`config.mk`:
```
export PLATFORM = sky130hd
export DESIGN_NAME = sd_kin_sequencer
export DESIGN_NICKNAME = d
export VERILOG_FILES = /design/src/rtl/sd_kin_sequencer.sv
export SDC_FILE = /design/constraint.sdc
export NUM_CORES = 1
export LEC_CHECK = 0
export ABC_CLOCK_PERIOD_IN_PS = 7600
export BUFFER_PORTS_ARGS = -buffer_cell sky130_fd_sc_hd__buf_4
export CORE_MARGIN = 10
export CORE_UTILIZATION = 40
export CTS_BUF_LIST = sky130_fd_sc_hd__clkbuf_16
export DETAILED_ROUTE_END_ITERATION = 8
export GPL_ROUTABILITY_DRIVEN = 0
export PLACE_DENSITY_LB_ADDON = 0.3
export SLEW_MARGIN = 20
export SYNTH_ARGS = -nofsm -noshare
export SYNTH_HDL_FRONTEND = slang
export SYNTH_SLANG_ARGS = --single-unit
```
`constraint.sdc`:
```
create_clock -name clk -period 7.6 [get_ports clk]
set_input_delay 1.52 -clock clk [delete_from_list [all_inputs] [get_ports clk]]
set_output_delay 1.52 -clock clk [all_outputs]
set_load 0.005 [all_outputs]
```
`src/rtl/sd_kin_sequencer.sv`:
```
// rtl/sd_kin_sequencer.sv - command-queued kin sequencer for the sigma-delta modulator (prime, slew, hold, drain)
// Optional replay of queued commands is enabled with `define SDSEQ_LOOP_EN (adds input port loop).
module sd_kin_sequencer #(
    parameter int                  BITWIDTH     = 32,
    parameter int                  DURW         = 16,
    parameter int                  FIFO_DEPTH   = 4,
    parameter logic [BITWIDTH-1:0] RAMP_STEP    = 'h1000,
    parameter int                  PRIME_CYCLES = 2
) (
    input  logic                clk,
    input  logic                reset,
    input  logic                cmd_valid,
    output logic                cmd_ready,
    input  logic [BITWIDTH-1:0] cmd_kin,
    input  logic [DURW-1:0]     cmd_dur,
    input  logic                start,
    input  logic                abort,
`ifdef SDSEQ_LOOP_EN
    input  logic                loop,
`endif
    output logic [BITWIDTH-1:0] kin_out,
    output logic                sd_reset,
    output logic                busy,
    output logic                done
);

    localparam int AW = $clog2(FIFO_DEPTH);
    localparam int PW = AW + 1;
    localparam int EW = BITWIDTH + DURW;
    localparam logic [DURW-1:0] PRIME_LOAD = (PRIME_CYCLES < 1) ? DURW'(1) : DURW'(PRIME_CYCLES);

    typedef enum logic [2:0] {
        S_IDLE,
        S_PRIME,
        S_RAMP,
        S_HOLD,
        S_DRAIN
    } state_t;

    state_t              state_q, state_d;
    logic [BITWIDTH-1:0] kin_q, kin_d;
    logic [BITWIDTH-1:0] tgt_q, tgt_d;
    logic [DURW-1:0]     dur_q, dur_d;
    logic [DURW-1:0]     cnt_q, cnt_d;
    logic                sdr_q, sdr_d;
    logic                busy_q, busy_d;
    logic                done_q, done_d;
    logic [PW-1:0]       wr_q, wr_d;
    logic [PW-1:0]       rd_q, rd_d;
    logic [EW-1:0]       mem_q [FIFO_DEPTH];

    logic                full;
    logic                push;
    logic                pop;
    logic                flush;
    logic                avail;
    logic [PW-1:0]       sel_ptr;
    logic [EW-1:0]       head;
    logic [BITWIDTH-1:0] head_kin;
    logic [DURW-1:0]     head_dur;
    logic                to_ramp;
    logic                to_drain;
    logic [BITWIDTH-1:0] ramp_kin;
    logic [DURW-1:0]     ramp_dur;

    // One slew step toward tgt; the difference is taken one bit wider so it cannot overflow.
    function automatic logic [BITWIDTH-1:0] slew(input logic [BITWIDTH-1:0] cur,
                                                 input logic [BITWIDTH-1:0] tgt);
        logic signed [BITWIDTH:0] diff;
        logic        [BITWIDTH:0] mag;
        diff = $signed({tgt[BITWIDTH-1], tgt}) - $signed({cur[BITWIDTH-1], cur});
        mag  = diff[BITWIDTH] ? $unsigned(-diff) : $unsigned(diff);
        if (mag > {1'b0, RAMP_STEP}) begin
            return diff[BITWIDTH] ? (cur - RAMP_STEP) : (cur + RAMP_STEP);
        end
        return tgt;
    endfunction

    assign full      = ((wr_q - rd_q) == PW'(FIFO_DEPTH));
    assign cmd_ready = !full;
    assign push      = cmd_valid && cmd_ready;

`ifdef SDSEQ_LOOP_EN
    // pl_q is the play position; rd_q stays at the oldest entry while looping so replays are possible.
    logic [PW-1:0] pl_q, pl_d;
    assign sel_ptr = (loop && (pl_q == wr_q)) ? rd_q : pl_q;
    assign avail   = loop ? (rd_q != wr_q) : (pl_q != wr_q);
`else
    assign sel_ptr = rd_q;
    assign avail   = (rd_q != wr_q);
`endif

    assign head     = mem_q[sel_ptr[AW-1:0]];
    assign head_kin = head[EW-1:DURW];
    assign head_dur = head[DURW-1:0];

    always_comb begin
        state_d  = state_q;
        kin_d    = kin_q;
        tgt_d    = tgt_q;
        dur_d    = dur_q;
        cnt_d    = cnt_q;
        done_d   = 1'b0;
        pop      = 1'b0;
        flush    = 1'b0;
        to_ramp  = 1'b0;
        to_drain = 1'b0;
        ramp_kin = tgt_q;
        ramp_dur = dur_q;

        case (state_q)
            S_IDLE: begin
                kin_d = '0;
                if (abort) begin
                    flush = 1'b1;
                end else if (start && avail) begin
                    state_d = S_PRIME;
                    cnt_d   = PRIME_LOAD;
                end
            end
            S_PRIME: begin
                if (abort) begin
                    flush    = 1'b1;
                    to_drain = 1'b1;
                end else if (cnt_q <= DURW'(1)) begin
                    pop      = 1'b1;
                    to_ramp  = 1'b1;
                    ramp_kin = head_kin;
                    ramp_dur = head_dur;
                end else begin
                    cnt_d = cnt_q - DURW'(1);
                end
            end
            S_RAMP: begin
                if (abort) begin
                    flush    = 1'b1;
                    to_drain = 1'b1;
                end else begin
                    to_ramp = 1'b1;
                end
            end
            S_HOLD: begin
                if (abort) begin
                    flush    = 1'b1;
                    to_drain = 1'b1;
                end else if (cnt_q <= DURW'(1)) begin
                    if (avail) begin
                        pop      = 1'b1;
                        to_ramp  = 1'b1;
                        ramp_kin = head_kin;
                        ramp_dur = head_dur;
                    end else begin
                        to_drain = 1'b1;
                    end
                end else begin
                    cnt_d = cnt_q - DURW'(1);
                end
            end
            S_DRAIN: begin
                flush = abort;
                // The done cycle is spent in DRAIN so busy falls one cycle after done.
                if (done_q) begin
                    state_d = S_IDLE;
                end else begin
                    to_drain = 1'b1;
                end
            end
            default: state_d = S_IDLE;
        endcase

        if (to_ramp) begin
            tgt_d = ramp_kin;
            dur_d = ramp_dur;
            kin_d = slew(kin_q, ramp_kin);
            if (kin_d == ramp_kin) begin
                state_d = S_HOLD;
                cnt_d   = (ramp_dur == '0) ? DURW'(1) : ramp_dur;
            end else begin
                state_d = S_RAMP;
            end
        end

        if (to_drain) begin
            state_d = S_DRAIN;
            tgt_d   = '0;
            kin_d   = slew(kin_q, '0);
            done_d  = (kin_d == '0);
        end

        sdr_d  = (state_d == S_IDLE) || (state_d == S_PRIME) || done_d;
        busy_d = (state_d != S_IDLE);

        wr_d = flush ? '0 : (push ? wr_q + PW'(1) : wr_q);
`ifdef SDSEQ_LOOP_EN
        pl_d = flush ? '0 : (pop ? sel_ptr + PW'(1) : pl_q);
        rd_d = flush ? '0 : (loop ? rd_q : pl_d);
`else
        rd_d = flush ? '0 : (pop ? rd_q + PW'(1) : rd_q);
`endif
    end

    always_ff @(posedge clk) begin
        if (push && !flush) begin
            mem_q[wr_q[AW-1:0]] <= {cmd_kin, cmd_dur};
        end
    end

    always_ff @(posedge clk or posedge reset) begin
        if (reset) begin
            state_q <= S_IDLE;
            kin_q   <= '0;
            tgt_q   <= '0;
            dur_q   <= '0;
            cnt_q   <= '0;
            sdr_q   <= 1'b1;
            busy_q  <= 1'b0;
            done_q  <= 1'b0;
            wr_q    <= '0;
            rd_q    <= '0;
`ifdef SDSEQ_LOOP_EN
            pl_q    <= '0;
`endif
        end else begin
            state_q <= state_d;
            kin_q   <= kin_d;
            tgt_q   <= tgt_d;
            dur_q   <= dur_d;
            cnt_q   <= cnt_d;
            sdr_q   <= sdr_d;
            busy_q  <= busy_d;
            done_q  <= done_d;
            wr_q    <= wr_d;
            rd_q    <= rd_d;
`ifdef SDSEQ_LOOP_EN
            pl_q    <= pl_d;
`endif
        end
    end

    assign kin_out  = kin_q;
    assign sd_reset = sdr_q;
    assign busy     = busy_q;
    assign done     = done_q;

endmodule

```
==> metrics.md, run 1 <==
| Metric | Value |
|---|---|
| Status | complete, no violations |
| Place WS | -27.8 ps |
| Layout area overhead | 13.3% |
| Synthesis warning total | 0 |
| Worst path required time | 8060 ps |
| Number of setup buffers added after CTS | 0 |
| Max transition margin | 0.313 |
| Synth cell types | 100 |
| RSZ-0062 raised after global routing | false |
| Final Non-Filler Cells | 2684 |
| # hold bufs at CTS | 0 |
| Ys async rst share | 0.360 |
| Layout cell share with drive strength beyond 1 | 0.173 |
| CTS tree | done |
| Final worst path period share | 0.929 |
| Max-cap violation count | 0 |
| NumNets Final | approximately 2.1k |
| # setup viols final | 0 |
| Worst Setup Path Type | input port to flop |
| Routed Wire Length | roughly 56000 um |
| Initial antenna violation count | 0 |
| Leak pwr | roughly 9 nW |
| Die height | 242 um |
| Fin. max-slew vios | 0 |
| Mapped Avg Cell Area | a little over 10 um2 |
| Number of synthesized flops with an enable pin | 192 |
| Ports | 89 |
| FMAX | roughly 0.14 GHz |
| Clock skew | 31.3 ps |
| GRT Util Overall | 0.183 |
| Top_reg_cell synth | edfxtp_1 |
| Die Width | 242 um |
| Vias in the first global route | roughly 16k |
| Worst setup margin | 540 ps |
| Total CTS buffers | 28 |
| Root Driver | clkbuf_16 |
| Slowest CP cell | a221o_1 |
| Cell count after placement | about 2.6k |
| Mapped Nets | 2030 |
| Pin count of the biggest net entering global routing | 74 |
| Crit path time final | 7060 ps |
| Actual slew at the worst max-slew pin | 1020 ps |
| Clk sinks | 300 |
| TritonRoute pass-1 iters | 5 |
| Bufs on Longest Clock Path | 3 |
| Synthesis-stage register bit count | 300 |
| Cells after Synth | 1928 |
| CP peak stage delay | 450 ps |
| Worst-path cell chain | buf_4, nor3_1, nand4b_1, buf_4, o22ai_1, nand2_1, o221ai_1, ha_1, inv_1, fa_1, a21o_1, a221o_1, a22oi_2, mux2i_1, a311oi_2, nor4_2, nand3_2, nor4_2, a221oi_1, nor4_1, nand3_2, o21ai_2, buf_12, mux2_2 |
| Pwr dens | around 380 nW/um2 |
| Global-route wire length before repair | about 88000 um |
| GRT overflow | 0 |
| Mapped cell area | between 15000 and 20000 um2 |
| Endpoint class of the critical path | flop |
| Starting DRT DRC Count | 1150 |
| Row count | 81 |
| DR WL/cell | between 20 and 25 um |
| DR DRC count | 0 |
| CP Launch Type | input port |
| Ant. Diodes | 0 |
| Initial core utilization | 0.404 |
| PortBufs | 88 |
| Crit Path Max Fanout | 18 |
| Peak supply drop | approximately 0.21 mV |
| Core Area | between 40000 and 50000 um2 |
| Worst-Skew Late Latency | 570 ps |
| H-Tree Level Count | 1 |
| Die Area | about 58000 um2 |
| Vias per cell | 5.95 |
| Cts repair resizes | 0 |
| Worst hold path type | flop to flop |
| WP data arrival | 7520 ps |
| Fin. Hold Viols | 0 |
| Sequential area share after synthesis | 0.430 |
| HPWL after DPL | 41400 um |
| ANT nets after route | 0 |
| Vias after detailed routing | 16.0k |
| Filler cells | roughly 4.5k |
| Clock transition at the registers of the reported paths | 70 ps |
## cell families after synthesis
| group | count (synthesis) | share of synthesized area |
|---|---|---|
| and+or+nand+nor | 659 | 0.173 |
| AOI/OAI and AO/OA | 447 | 0.160 |
| DFF | 300 | 0.430 |
| buffers and inverters | 197 | 0.0413 |
| muxes | 149 | 0.107 |
| xor gates and xnor gates | 127 | 0.0569 |
| adders and majority gates | 49 | 0.0315 |
## cell usage after synthesis, types with 8 or more instances
library cell,instances,area (um2)
dfrtp_1,107,2680
mux2_2,10,113
nor3_1,60,300
o211ai_1,22,165
a31oi_1,16,100
nand4_1,37,231
nor3b_1,8,60.1
a31o_2,12,105
nand2_1,161,604
a21oi_1,104,521
o21a_1,17,128
nand3_1,87,435
and2_1,15,93.8
xnor2_1,102,893
and3_1,16,100
a21o_1,14,105
buf_2,26,130
nand2b_1,14,87.6
mux2i_1,88,881
nor2b_1,13,81.3
o21ai_0,66,330
inv_1,75,282
o31ai_1,8,60.1
a221oi_1,8,70.1
clkbuf_1,75,282
o22ai_1,25,156
nor4_1,29,181
buf_1,9,33.8
or3_1,15,93.8
nor2_1,140,526
o22a_1,17,149
a22oi_1,12,90.1
xor2_1,24,210
a221oi_2,12,180
mux4_2,48,1080
o21ai_1,17,85.1
a211oi_1,14,105
or4_1,13,97.6
ha_1,48,601
edfxtp_1,192,5770
## registers in the layout (all words and copies together), names as in the netlist
signal and cells:
sd_reset 1, mem_q 192, cnt_q 16, dur_q 16, kin_out 32, state_q 3, done 1, wr_q 3
rd_q 3, tgt_q 32, busy 1
## cells in the final DEF (no fill, tap or decap), drive strengths merged, types with 17 or more instances in the layout
cell    count
a221oi     20
nand2     161
a21oi     109
xor2       24
mux4       48
nand4      40
xnor2     103
mux2i      88
inv        78
buf       159
o21a       17
o21ai      84
o22a       17
nor4       36
nor2      140
edfxtp    192
nand3      89
dfrtp     107
o211ai     22
ha         48
nor3       63
or3        18
o22ai      25
clkbuf     28
## final cells by class
type                    instances  area, um2  share of cell area
repair buffers                159       1240              0.0556
well taps                     664        831              0.0373
multi-input cells            1431      10500               0.470
clock buffers                  28        701              0.0314
inverters                      78        295              0.0132
flip-flops and latches        300       8470               0.380
clock inverters                24        283              0.0127
## where the power goes
part / internal, mW / switching (mW) / leakage, nW
Clock: 0.878 / 0.609 / 0.490
Combinational: 1.99 / 3.00 / 5.05
Sequential: 1.92 / 0.168 / 3.21
Total: 4.79 / 3.77 / 8.75
## routing by layer
metal / up-vias / GRT usage / wire, um
li1: 7455 / - / -
met1: 7849 / 0.241 / 24100
met2: 540 / 0.306 / 26500
met3: 115 / 0.0277 / 3500
met4: 0 / 0.0525 / 1470
met5: - / 0 / 0
## metrics by stage
stage	utilization	setup TNS, ps	instance area, um2	power (mW)	hold slack [ps]
global placement	0.436	0	21300	6.88	465
detailed placement	0.436	-27.8	21300	6.95	468
global route	0.457	0	22300	9.10	499
CTS	0.456	0	22200	8.46	485
finish	0.457	0	22300	8.56	474
floorplan	-	0	19700	5.67	435
## worst max-delay path, delay by kind of cell
family	cells	cell delay, ps
AND/OR/NAND/NOR	8	2190
AO/OA/AOI/OAI	8	1840
buffers and inverters	4	660
multiplexers	2	590
adder cells (fa/ha/maj)	2	690
## worst paths after layout
| path | startpoint | end | slack [ps] | depth (start not counted) |
|---|---|---|---|---|
| min in group asynchronous | reset | busy | 970 | 2 |
| min reg2reg | dur_q[0] | dur_q[0] | 470 | 2 |
| min | dur_q[0] | dur_q[0] | 470 | 2 |
| max | abort | cnt_q[14] | 540 | 24 |
| max in group asynchronous | reset | rd_q[1] | 5230 | 3 |
| max reg2reg | cnt_q[11] | cnt_q[14] | 550 | 24 |
Power figures use the tool's default switching activity.
==> inputs of run 2 (changes only) <==
- GPL_TIMING_DRIVEN: not set -> 0
- PLACE_DENSITY: not set -> 0.62
- PLACE_DENSITY_LB_ADDON: 0.3 -> not set
==> run 2 against run 1 <==
  * Die area is the same
  * Sequential power decreased by 3%
  * Critical path depth up 6
  * Clock power down 10%
  * Utilization increased by 0.91 points
  * Power grew 1.0%
  * Fmax down 3.8%
==> metrics.md, run 2 (synthesized netlist as in run 1, its figures left out) <==
| Metric | Value |
|---|---|
| Vias in the first global route | 16.1k (+3.3%) |
| Switching part of the total power | 0.460 (+0.0190) |
| HPWL after DPL | 44700 um (+8.0%) |
| Max transition margin | 0.332 (+0.0186) |
| Crit path time final | 7340 ps (+275 ps) |
| Die Width | 242 um (unchanged) |
| Actual slew at the worst max-slew pin | 993 ps (-27.6 ps) |
| DR WL/cell | 21.5 um (+4.0%) |
| Pin count of the biggest net entering global routing | 71 (-4.1%) |
| Largest register FFs | 192 (unchanged) |
| Reg power frac | 0.235 (-0.009) |
| FMAX | 0.136 GHz (-3.8%) |
| Internal Power | 4.67 mW (-2.4%) |
| Slowest CP cell | dfrtp_2 |
| PortBufs | 88 (unchanged) |
| CTS tree | done |
| CP Launch Type | flop |
| ANT nets after route | 0 (unchanged) |
| Commonest non-fill, non-tap cell in the layout | edfxtp_1 |
| Fin. Hold Viols | 0 (unchanged) |
| Most frequent cells in the layout | edfxtp_1, nand2_1, nor2_1, dfrtp_1, buf_4 |
| GRT Util Overall | 0.193 (+0.00981) |
| Vias per cell | 6.03 (+1.4%) |
| Cell count after placement | 2685 (+2.1%) |
| Worst-Skew Late Latency | 570 ps (about the same) |
| GRT overflow | 0 (unchanged) |
| DR DRC count | 0 (unchanged) |
| Critical path's top delay family | compound AO/OA/AOI/OAI gates |
| Peak supply drop | 0.209 mV (-0.15%) |
| Root Driver | clkbuf_16 |
| Die Area | 58500 um2 (unchanged) |
| # setup viols final | 0 (unchanged) |
| Core Area | 48700 um2 (unchanged) |
| Most used cell, CP | buf_4 |
| Row count | 81 (unchanged) |
| Pwr dens | 380 nW/um2 (-0.97%) |
| TritonRoute pass-1 iters | 7 (+2) |
| Vias after detailed routing | 16.5k (+3.5%) |
| Worst hold path depth | 2 (unchanged) |
| Status | complete, no violations |
| Routed Wire Length | 59000 um (+6.2%) |
| # hold bufs at CTS | 0 (unchanged) |
| Global-route wire length before repair | 91700 um (+3.8%) |
| Crit Path Max Fanout | 10 (-8) |
| Layout area overhead | 15.5% |
| H-Tree Level Count | 1 (unchanged) |
| Clock Power Share | 0.155 (-0.019) |
| Critical path depth | 30 (+25%) |
| Gate power share | 0.610 (+0.028) |
| NumNets Final | 2159 (+2.8%) |
| Worst hold path type | flop to flop |
| P_sw | 3.98 mW (+5.4%) |
| FF-to-FF path depth | 30 (+25%) |
| Layout cell share with drive strength beyond 1 | 0.186 (+0.0132) |
| Filler cells | 4541 (+0.35%) |
| CP peak stage delay | 470 ps (+20 ps) |
| Fin. max-slew vios | 0 (unchanged) |
| Clk sinks | 300 (unchanged) |
| Max-cap violation count | 0 (unchanged) |
| Initial antenna violation count | 0 (unchanged) |
| Worst Path Buf+Inv | 10 (+6) |
| Final Total Pwr | 8.65 mW (+1.0%) |
| Clock transition at the registers of the reported paths | 60 ps (about the same) |
| Ports | 89 (unchanged) |
| Total CTS buffers | 28 (unchanged) |
| Bufs on Longest Clock Path | 3 (unchanged) |
| Die height | 242 um (unchanged) |
| Ant. Diodes | 0 (unchanged) |
| Initial core utilization | 0.404 (unchanged) |
| Final worst path period share | 0.965 (+0.0362) |
| Starting DRT DRC Count | 1893 (+65%) |
| Leak pwr | 8.81 nW (+0.69%) |
| Clock skew | 32.1 ps (+0.834 ps) |
| Final Non-Filler Cells | 2740 (+2.1%) |
| Worst Setup Path Type | flop to flop |
| Endpoint class of the critical path | flop |
| Worst path required time | 8030 ps (-30 ps) |
| WP data arrival | 7770 ps (+250 ps) |
run 2: changes by cell type in the layout (fill, tap and decap cells not counted), sizes merged:
cell,delta
clkbuf,+74
buf,-16
bufinv,-4
clkdlybuf4s15,+1
clkinvlp,+1
run 2: cell type report:
cell class                      count  area (um2)  area share
Multi-Input combinational cell   1431       10900       0.478
Clock buffer                       28         701      0.0308
Buffer                            115         567      0.0249
Clock inverter                     21         159     0.00699
Sequential cell                   300        8470       0.373
Tap cell                          664         831      0.0365
Inverter                           78         298      0.0131
Timing Repair Buffer              103         855      0.0376
run 2: worst paths after layout:
kind / from / end / slack, ps
max in group asynchronous: reset / kin_out[31] / 5910
min: dur_q[0] / dur_q[0] / 480
max: rd_q[1] / kin_out[22] / 260
min in group asynchronous: reset / busy / 950
min reg2reg: dur_q[0] / dur_q[0] / 480
max reg2reg: rd_q[1] / kin_out[22] / 260
run 2: timing repair:
action,CTS,global route
gates resized for setup,49,78
setup endpoints to repair,49,49
buffers inserted,4,6
pin swaps,4,8
run 2: through the flow:
| step | worst slack, ps | utilization | hold WS (ps) | instance area (um2) | setup TNS, ps |
|---|---|---|---|---|---|
| final | 265 | 0.466 | 484 | 22700 | 0 |
| after floorplan | 374 | - | 435 | 19700 | 0 |
| after global routing | -14.4 | 0.466 | 517 | 22700 | -23.7 |
| after detailed placement | -2520 | 0.437 | 464 | 21300 | -105850 |
| after global placement | -2430 | 0.434 | 464 | 21200 | -103260 |
| after CTS | 8.45 | 0.459 | 484 | 22400 | 0 |
run 2: metal layers:
| metal | routed length (um) | GRT usage | vias to the layer above |
|---|---|---|---|
| met3 | 3800 | 0.0187 | 142 |
| met2 | 28000 | 0.322 | 735 |
| met5 | 0 | 0 | - |
| met1 | 24900 | 0.255 | 8085 |
| li1 | - | - | 7560 |
| met4 | 2280 | 0.0716 | 0 |
run 2: power groups by stage:
stage	Clock, mW	Combinational [mW]	Sequential (mW)
finish	1.34	5.27	2.03
global route	1.44	5.68	2.05
CTS	1.37	4.98	2.03
detailed placement	0	4.86	2.06
global placement	0	4.77	2.06
floorplan	0	3.64	2.03
run 2: worst min-delay path: cells and delay by family, from the launching register on:
| kind | cells | cell delay (ps) |
|---|---|---|
| simple gates | 2 | 120 |
| flops | 1 | 320 |
